<file path="config.mk">
export PLATFORM = sky130hd
export DESIGN_NAME = vc_plane_link_scheduler_flat
export DESIGN_NICKNAME = d
export VERILOG_FILES = /design/src/rtl/noc_vc_pkg.sv /design/src/rtl/vc_plane_link_scheduler_if.sv /design/src/rtl/vc_credit_counter.sv /design/src/rtl/vc_plane_link_scheduler.sv /design/src/flat_wrapper.sv
export SDC_FILE = /design/constraint.sdc
export NUM_CORES = 1
export LEC_CHECK = 0
export BUFFER_PORTS_ARGS = -buffer_cell sky130_fd_sc_hd__buf_2
export CORE_MARGIN = 5
export CORE_UTILIZATION = 45
export DETAILED_ROUTE_END_ITERATION = 16
export GPL_TIMING_DRIVEN = 0
export PLACE_DENSITY_LB_ADDON = 0.2
export SLEW_MARGIN = 15
export SYNTH_ARGS = -nofsm -noshare
export SYNTH_HDL_FRONTEND = slang
export SYNTH_HIERARCHICAL = 1
export SYNTH_SLANG_ARGS = --single-unit
</file>
<file path="constraint.sdc">
create_clock -name clk -period 3.6 [get_ports clk]
set_input_delay 0.72 -clock clk [delete_from_list [all_inputs] [get_ports clk]]
set_output_delay 0.72 -clock clk [all_outputs]
set_load 0.01 [all_outputs]
</file>
<file path="src/rtl/noc_vc_pkg.sv">
// rtl/noc_vc_pkg.sv - shared NoC VC defaults, flit/VC id types and credit width helper
package noc_vc_pkg;

    localparam int VC_DEFAULT         = 4;
    localparam int DATA_WIDTH_DEFAULT = 32;

    typedef logic [DATA_WIDTH_DEFAULT-1:0]     flit_t;
    typedef logic [$clog2(VC_DEFAULT)-1:0]     vc_id_t;

    // Bits needed to hold a credit count ranging over 0..depth inclusive.
    function automatic int CW(input int depth);
        return $clog2(depth + 1);
    endfunction

endpackage

</file>
<file path="src/rtl/vc_plane_link_scheduler_if.sv">
// rtl/vc_plane_link_scheduler_if.sv - per-VC flit inputs, credit returns and registered link output
interface vc_plane_link_scheduler_if
    import noc_vc_pkg::*;
#(
    parameter int VC         = VC_DEFAULT,
    parameter int DATA_WIDTH = DATA_WIDTH_DEFAULT,
    parameter int BUF_DEPTH  = 4
);
    localparam int CRED_W = CW(BUF_DEPTH);
    localparam int VC_W   = (VC > 1) ? $clog2(VC) : 1;

    logic [VC:0]               plane_sel;
    logic [VC*DATA_WIDTH-1:0]  in_data;
    logic [VC-1:0]             in_valid;
    logic [VC-1:0]             in_ready;
    logic [VC-1:0]             credit_in;
    logic [DATA_WIDTH-1:0]     out_data;
    logic [VC_W-1:0]           out_vc;
    logic                      out_valid;
    logic [VC*CRED_W-1:0]      credits;
    logic [VC-1:0]             credit_err;

    modport master (
        output plane_sel, in_data, in_valid, credit_in,
        input  in_ready, out_data, out_vc, out_valid, credits, credit_err
    );

    modport slave (
        input  plane_sel, in_data, in_valid, credit_in,
        output in_ready, out_data, out_vc, out_valid, credits, credit_err
    );

endinterface

</file>
<file path="src/rtl/vc_credit_counter.sv">
// rtl/vc_credit_counter.sv - saturating downstream credit counter with sticky overflow flag
module vc_credit_counter
    import noc_vc_pkg::*;
#(
    parameter int BUF_DEPTH = 4,
    localparam int CRED_W   = CW(BUF_DEPTH)
) (
    input  logic              clk,
    input  logic              rst,
    input  logic              consume,
    input  logic              restore,
    output logic [CRED_W-1:0] count,
    output logic              err
);
    localparam logic [CRED_W-1:0] MAX_CREDIT = CRED_W'(BUF_DEPTH);

    logic [CRED_W-1:0] count_d, count_q;
    logic              err_d, err_q;

    // A consume and a restore in the same cycle cancel, so overflow is only
    // possible on a lone restore against a full counter.
    always_comb begin
        count_d = count_q;
        err_d   = err_q;
        case ({consume, restore})
            2'b10: count_d = count_q - 1'b1;
            2'b01: begin
                if (count_q == MAX_CREDIT) begin
                    err_d = 1'b1;
                end else begin
                    count_d = count_q + 1'b1;
                end
            end
            default: count_d = count_q;
        endcase
    end

    always_ff @(posedge clk) begin
        if (!rst) begin
            count_q <= MAX_CREDIT;
            err_q   <= 1'b0;
        end else begin
            count_q <= count_d;
            err_q   <= err_d;
        end
    end

    assign count = count_q;
    assign err   = err_q;

endmodule

</file>
<file path="src/rtl/vc_plane_link_scheduler.sv">
// rtl/vc_plane_link_scheduler.sv - plane-selected, credit-gated VC multiplexer onto one registered link
module vc_plane_link_scheduler
    import noc_vc_pkg::*;
#(
    parameter int VC         = VC_DEFAULT,
    parameter int DATA_WIDTH = DATA_WIDTH_DEFAULT,
    parameter int BUF_DEPTH  = 4
) (
    input logic                       clk,
    input logic                       rst,
    vc_plane_link_scheduler_if.slave  bus
);
    localparam int CRED_W = CW(BUF_DEPTH);
    localparam int VC_W   = (VC > 1) ? $clog2(VC) : 1;
    localparam int PS_W   = VC + 1;

    logic [CRED_W-1:0]    count [VC];
    logic [VC-1:0]        err;
    logic [VC-1:0]        ready;
    logic [VC-1:0]        fire;
    logic [VC*CRED_W-1:0] credits_flat;

    logic                  out_valid_d, out_valid_q;
    logic [DATA_WIDTH-1:0] out_data_d, out_data_q;
    logic [VC_W-1:0]       out_vc_d, out_vc_q;

    // The full plane_sel word is compared, so out-of-range planes match no VC.
    always_comb begin
        ready = '0;
        for (int v = 0; v < VC; v++) begin
            ready[v] = rst && (bus.plane_sel == PS_W'(v)) && (count[v] != '0);
        end
    end

    assign fire = bus.in_valid & ready;

    for (genvar g = 0; g < VC; g++) begin : g_credit
        vc_credit_counter #(.BUF_DEPTH(BUF_DEPTH)) u_counter (
            .clk     (clk),
            .rst     (rst),
            .consume (fire[g]),
            .restore (bus.credit_in[g]),
            .count   (count[g]),
            .err     (err[g])
        );
    end

    always_comb begin
        credits_flat = '0;
        for (int v = 0; v < VC; v++) begin
            credits_flat[v*CRED_W +: CRED_W] = count[v];
        end
    end

    // Link data and tag hold on idle cycles; only out_valid qualifies them.
    always_comb begin
        out_valid_d = 1'b0;
        out_data_d  = out_data_q;
        out_vc_d    = out_vc_q;
        for (int v = 0; v < VC; v++) begin
            if (fire[v]) begin
                out_valid_d = 1'b1;
                out_data_d  = bus.in_data[v*DATA_WIDTH +: DATA_WIDTH];
                out_vc_d    = VC_W'(v);
            end
        end
    end

    always_ff @(posedge clk) begin
        if (!rst) begin
            out_valid_q <= 1'b0;
            out_data_q  <= '0;
            out_vc_q    <= '0;
        end else begin
            out_valid_q <= out_valid_d;
            out_data_q  <= out_data_d;
            out_vc_q    <= out_vc_d;
        end
    end

    assign bus.in_ready   = ready;
    assign bus.out_valid  = out_valid_q;
    assign bus.out_data   = out_data_q;
    assign bus.out_vc     = out_vc_q;
    assign bus.credits    = credits_flat;
    assign bus.credit_err = err;

endmodule

</file>
<file path="src/flat_wrapper.sv">
// flat-port wrapper written by rule: the top's interface ports become plain ports
module vc_plane_link_scheduler_flat import noc_vc_pkg::*;
#(
    parameter int VC         = VC_DEFAULT,
    parameter int DATA_WIDTH = DATA_WIDTH_DEFAULT,
    parameter int BUF_DEPTH  = 4
)
  (clk, rst, bus_plane_sel, bus_in_data, bus_in_valid, bus_credit_in, bus_in_ready, bus_out_data, bus_out_vc, bus_out_valid, bus_credits, bus_credit_err);
  vc_plane_link_scheduler_if #(.VC(VC), .DATA_WIDTH(DATA_WIDTH), .BUF_DEPTH(BUF_DEPTH)) bus_i ();
  input logic clk;
  input logic rst;
  input wire logic [$bits(bus_i.plane_sel)-1:0] bus_plane_sel;
  input wire logic [$bits(bus_i.in_data)-1:0] bus_in_data;
  input wire logic [$bits(bus_i.in_valid)-1:0] bus_in_valid;
  input wire logic [$bits(bus_i.credit_in)-1:0] bus_credit_in;
  output wire logic [$bits(bus_i.in_ready)-1:0] bus_in_ready;
  output wire logic [$bits(bus_i.out_data)-1:0] bus_out_data;
  output wire logic [$bits(bus_i.out_vc)-1:0] bus_out_vc;
  output wire logic [$bits(bus_i.out_valid)-1:0] bus_out_valid;
  output wire logic [$bits(bus_i.credits)-1:0] bus_credits;
  output wire logic [$bits(bus_i.credit_err)-1:0] bus_credit_err;
  assign bus_i.plane_sel = bus_plane_sel;
  assign bus_i.in_data = bus_in_data;
  assign bus_i.in_valid = bus_in_valid;
  assign bus_i.credit_in = bus_credit_in;
  assign bus_in_ready = bus_i.in_ready;
  assign bus_out_data = bus_i.out_data;
  assign bus_out_vc = bus_i.out_vc;
  assign bus_out_valid = bus_i.out_valid;
  assign bus_credits = bus_i.credits;
  assign bus_credit_err = bus_i.credit_err;
  vc_plane_link_scheduler #(.VC(VC), .DATA_WIDTH(DATA_WIDTH), .BUF_DEPTH(BUF_DEPTH)) u_core (.clk(clk), .rst(rst), .bus(bus_i));
endmodule
</file>
-- Word level (Yosys, flattened, before mapping)
Index checks and enable logic that the tools add are counted.
W data, S select, Z words.
- flip-flop bits (word level): 51
- word-level logic and storage cells: 85
- bits of input ports: 143
- mux-type cells: 20
- reduce and logical (&&, ||, !) cells: 26
- add/sub/neg operators: 8
- equality and inequality tests: 19
- bitwise operators: 1
- operators with widths (kind ; number):
    $mux W32 ; 4
    $pmux W3 S2 ; 4
    $reduce_and A2 Y1 ; 8
    $add A3 B1 Y3 const B ; 4
    $eq A3 B3 Y1 const B ; 4
    $mux W3 ; 4
    $reduce_bool A3 Y1 ; 4
    $sub A3 B1 Y3 const B ; 4
    $eq A5 B2 Y1 const B ; 2
    $eq A2 B1 Y1 const B ; 4
    $eq A2 B2 Y1 const B ; 4
    $logic_and A1 B1 Y1 ; 8
    $mux W2 ; 4
    $ne A2 B2 Y1 const B ; 4
    $reduce_bool A2 Y1 ; 4
    $eq A5 B1 Y1 const B ; 1
    $logic_not A5 Y1 ; 1
    $and A4 B4 Y4 ; 1
    $mux W1 ; 4
    $reduce_bool A4 Y1 ; 1

-- Logic depth before layout (Yosys ltp)
- word-level depth: 8
- gate-level depth with buffers: 11

-- Cells and area by module
Netlist, hierarchy kept.
- by module, submodules not included (module ; seq. area each (sq um) ; area each (sq um) ; times used ; cells each):
    vc_plane_link_scheduler ; 700.7 ; 2585.0 ; 1 ; 284
    vc_credit_counter ; 80.1 ; 239.0 ; 4 ; 25

-- Worst setup path before layout
Ideal clock, no wire load.
- kind: input port to flip-flop
- start: in rst
- end: reg u_core.g_credit[2].u_counter.count_q[1]
- arrival: 3.049 ns
- stages on the path: 10
- slack: 0.429 ns
- required time: 3.478 ns
- path through: buf_4 > or4b_1 > buf_4 > nor4_4 > clkbuf_1 > nor2b_2 > inv_2 > fa_1 > o21bai_1 > o311a_1
- RTL lines (what ; RTL line ; source):
    start, declared ; flat_wrapper.sv:11 ; input logic rst;
    $logic_and A1 B1 Y1 (*) (2 in series) ; vc_plane_link_scheduler.sv:31 ; ready[v] = rst && (bus.plane_sel == PS_W'(v)) && (count[v] != '0);
    $and A4 B4 Y4 (*) ; vc_plane_link_scheduler.sv:35 ; assign fire = bus.in_valid & ready;
    named net u_core.fire[2] ; vc_plane_link_scheduler.sv:20 ; logic [VC-1:0] fire;
    $eq A2 B1 Y1 / $eq A2 B2 Y1 (equally long branches) ; vc_credit_counter.sv:25 ; case ({consume, restore})
    $pmux W3 S2 (*) ; vc_credit_counter.sv:25 ;
    named net u_core.g_credit[2].u_counter.count_d[1] ; vc_credit_counter.sv:17 ; logic [CRED_W-1:0] count_d, count_q;
    end signal, assigned ; vc_credit_counter.sv:43 ; count_q <= count_d;
    end, declared ; vc_credit_counter.sv:17 ;
The timed path passes the listed nets; every way through them passes the cells marked *.
A chain may end at the register's enable or synchronous reset.

-- Worst setup path in the final report
- start: in rst
- end: reg u_core.g_credit[0].u_counter.count_q[1]
- RTL lines (what ; RTL line):
    $logic_and A1 B1 Y1 (*) (2 in series) ; vc_plane_link_scheduler.sv:31
    $and A4 B4 Y4 (*) ; vc_plane_link_scheduler.sv:35
    named net u_core.fire[0] ; vc_plane_link_scheduler.sv:20
    $eq A2 B1 Y1 / $eq A2 B2 Y1 (equally long branches) ; vc_credit_counter.sv:25
    $pmux W3 S2 (*) ; vc_credit_counter.sv:25
    named net u_core.g_credit[0].u_counter.count_d[1] ; vc_credit_counter.sv:17
    end signal, assigned ; vc_credit_counter.sv:43
    end, declared ; vc_credit_counter.sv:17
Marked as above.

==> impl_results.md <==
* Slew @ Worst Pin at 0.607 ns
* Flops & latches, synth at 51
* Pins over their slew limit at 0
* Sequential fraction of the synthesis area at 0.288
* Period utilization at 0.961
* Final hold viol count at 0
* DR vias at 3811
* Max Root-Sink Buffers at 2
* Mapped Area at 3540 um2
* Pin count of the biggest net entering global routing at 18
* Multi-input combinational cell area at 2200 um2
* IO Port Bufs at 196
* Crit-path cells: buf_2 -> buf_4 -> or4b_1 -> buf_4 -> nor4_4 -> buf_6 -> nor2b_2 -> inv_2 -> fa_1 -> o21bai_1 -> o311a_1
* Core area at 7690 um2
* Die Y-Extent at 98.7 um
* Fin worst setup slack at 0.139 ns
* Initial Util at 0.461
* Max IR drop VDD at 0.149 mV
* Post-synth EDFFs at 0
* Max Fclk at 0.289 GHz
* Antenna Nets Post-Route at 0
* Leading cell type in the layout, fill and taps excluded: buf_2
* Ports at 198
* Post-synthesis cell type count at 41
* Worst slack, placed at -0.504 ns
* CP peak stage delay at 0.58 ns
* Most used cell, CP: buf_4
* CTS root buf: clkbuf_8
* Vias in the first global route at 3791
* Worst Path Arrival at 3.66 ns
* Full die area at 9740 um2
* Core Util, Final at 0.625
* PD cells at 261 nW/um2
* Initial DRC count at 70
* CP Class: input pin to flop
* Buf+Inv Stages, Crit Path at 5
* CP startpoint kind: input pin
* Worst slew margin at 0.592
* Worst skew pair latency at 0.30 ns
* Max cap viols at 0
* Post-synth ARST share at 0
* Most frequent cells in the layout: buf_2 (201), dfxtp_1 (51), o21a_1 (40)
* GP Congestion at 0.899
* First-pass GRT wire length at 18500 um
* Total clock sinks at 51
* Ant diodes at 0
* Cell Rows at 32
* WL final at 11600 um
* Outcome: complete, no violations
* Clock skew at 0.00613 ns
* Share of post-route cells with drive strength above 1 at 0.505
* CTS tree: done
* CP max FO at 17
* P_leak at 2.33 nW
* Slowest cell on the critical path: nor4_4
* Wirelength per Cell at 16.7 um
* All-layer global routing usage at 0.230
* YS warnings at 6
* DRC at 0
* RSZ-0062 raised after global routing: no
* Nets@finish at 738
* Tmin final at 3.46 ns
* Total CTS buffers at 5
* Crit end category: flop
* Clock transition at path regs at 0.09 ns
* Layout area overhead at 35.8%
* Average size of a mapped cell at 9.22 um2
* Initial antenna violation count at 0
* Final setup vio count at 0
* DRT Pass-1 Iters at 5
* Dominant synthesized flop cell: dfxtp_1
* CP required at 3.80 ns
* Worst hold path class: flop to flop
* Width of the die at 98.7 um
* Syn Inst Count at 384
* Reg area at 1020 um2
* Htree depth at 2
* Pwr Total at 0.00126 W
* DPL Wire Length at 9040 um
* Post-Syn Nets at 531
* Via density at 5.49
* Critical path's top delay family: simple AND/OR/NAND/NOR gates
* Fillers at 715
* Grt ovf at 0
## cells in the mapped netlist (6+ instances only)
| master | instances | area [um2] |
|---|---|---|
| nor2_1 | 34 | 128 |
| a22o_1 | 32 | 280 |
| dfxtp_1 | 51 | 1020 |
| a2111oi_2 | 27 | 405 |
| nor3b_1 | 6 | 45.0 |
| nor2b_1 | 10 | 62.6 |
| nand2_1 | 9 | 33.8 |
| inv_1 | 39 | 146 |
| clkbuf_1 | 13 | 48.8 |
| nor3_1 | 11 | 55.1 |
| o21a_1 | 40 | 300 |
| buf_4 | 7 | 52.6 |
| nor3_2 | 27 | 270 |
## sequential cells by signal (all words and copies together) (netlist names)
signal,cells
u_core/g_credit.u_counter/count,12
u_core/g_credit.u_counter/err,4
u_core/bus.out_valid,1
u_core/bus.out_data,32
u_core/bus.out_vc,2
## metal layers
layer,global-route usage,wire [um]
met2,0.408,5880
met1,0.278,4650
met3,0.0517,857
met4,0.0651,209
met5,0,0
## worst paths after layout
path / startpoint / endpoint / slack [ns] / depth (start not counted)
max: rst / u_core/g_credit[0].u_counter/count[1] / 0.14 / 11
min reg2reg: u_core/g_credit[0].u_counter/err / u_core/g_credit[0].u_counter/err / 0.47 / 1
min: u_core/g_credit[0].u_counter/err / u_core/g_credit[0].u_counter/err / 0.47 / 1
max reg2reg: u_core/g_credit[1].u_counter/count[0] / u_core/g_credit[1].u_counter/count[2] / 0.41 / 10
## what timing repair did
action,in CTS,in global routing
hold buffers,0,0
setup endpoints to repair,4,6
gates cloned,0,0
pin swaps,0,3
gates resized for setup,2,3
buffers inserted,0,4
## through the flow
step / std cells / setup TNS, ns / instance area (um2) / hold WS, ns
2_1_floorplan: 384 / 0 / 3540 / 0.509
3_3_place_gp: 682 / -2.09 / 4650 / 0.446
3_5_place_dp: 682 / -2.49 / 4650 / 0.455
4_1_cts: 690 / 0 / 4770 / 0.479
5_1_grt: 694 / 0 / 4810 / 0.511
6_report: 694 / 0 / 4810 / 0.475
## logic make-up (layout without fill, tap and decap cells)
group,after synthesis,after routing,share of synthesized area
flops,51,51,0.288
simple gates,117,117,0.220
buf+inv,72,280,0.0919
fa+ha+maj,4,4,0.0226
compound gates,136,136,0.367
xor+xnor,4,4,0.00989
## final cells by class
type / count / area share
clock buffer: 6 / 0.0172
tap: 102 / 0.0265
buffer: 28 / 0.0343
inverter: 44 / 0.0343
sequential: 51 / 0.212
multi-input combinational: 261 / 0.458
clock inverter: 2 / 0.00729
timing repair buffer: 200 / 0.210
## where the power goes
group / internal [W] / switching [W] / leakage, nW
clock network: 0.000225 / 0.000194 / 0.0612
registers: 0.000582 / 0.0000189 / 0.414
logic: 0.000125 / 0.000111 / 1.86
total: 0.000933 / 0.000324 / 2.33
## worst reg2reg max path, delay by kind of cell (launching register included)
| kind | cells | cell delay [ns] |
|---|---|---|
| and+or+nand+nor | 4 | 1.27 |
| AOI/OAI and AO/OA | 2 | 0.23 |
| DFF | 1 | 0.41 |
| adders and majority gates | 1 | 0.41 |
| buffers and inverters | 3 | 0.77 |
No activity file was read; power rests on OpenSTA's default activity.
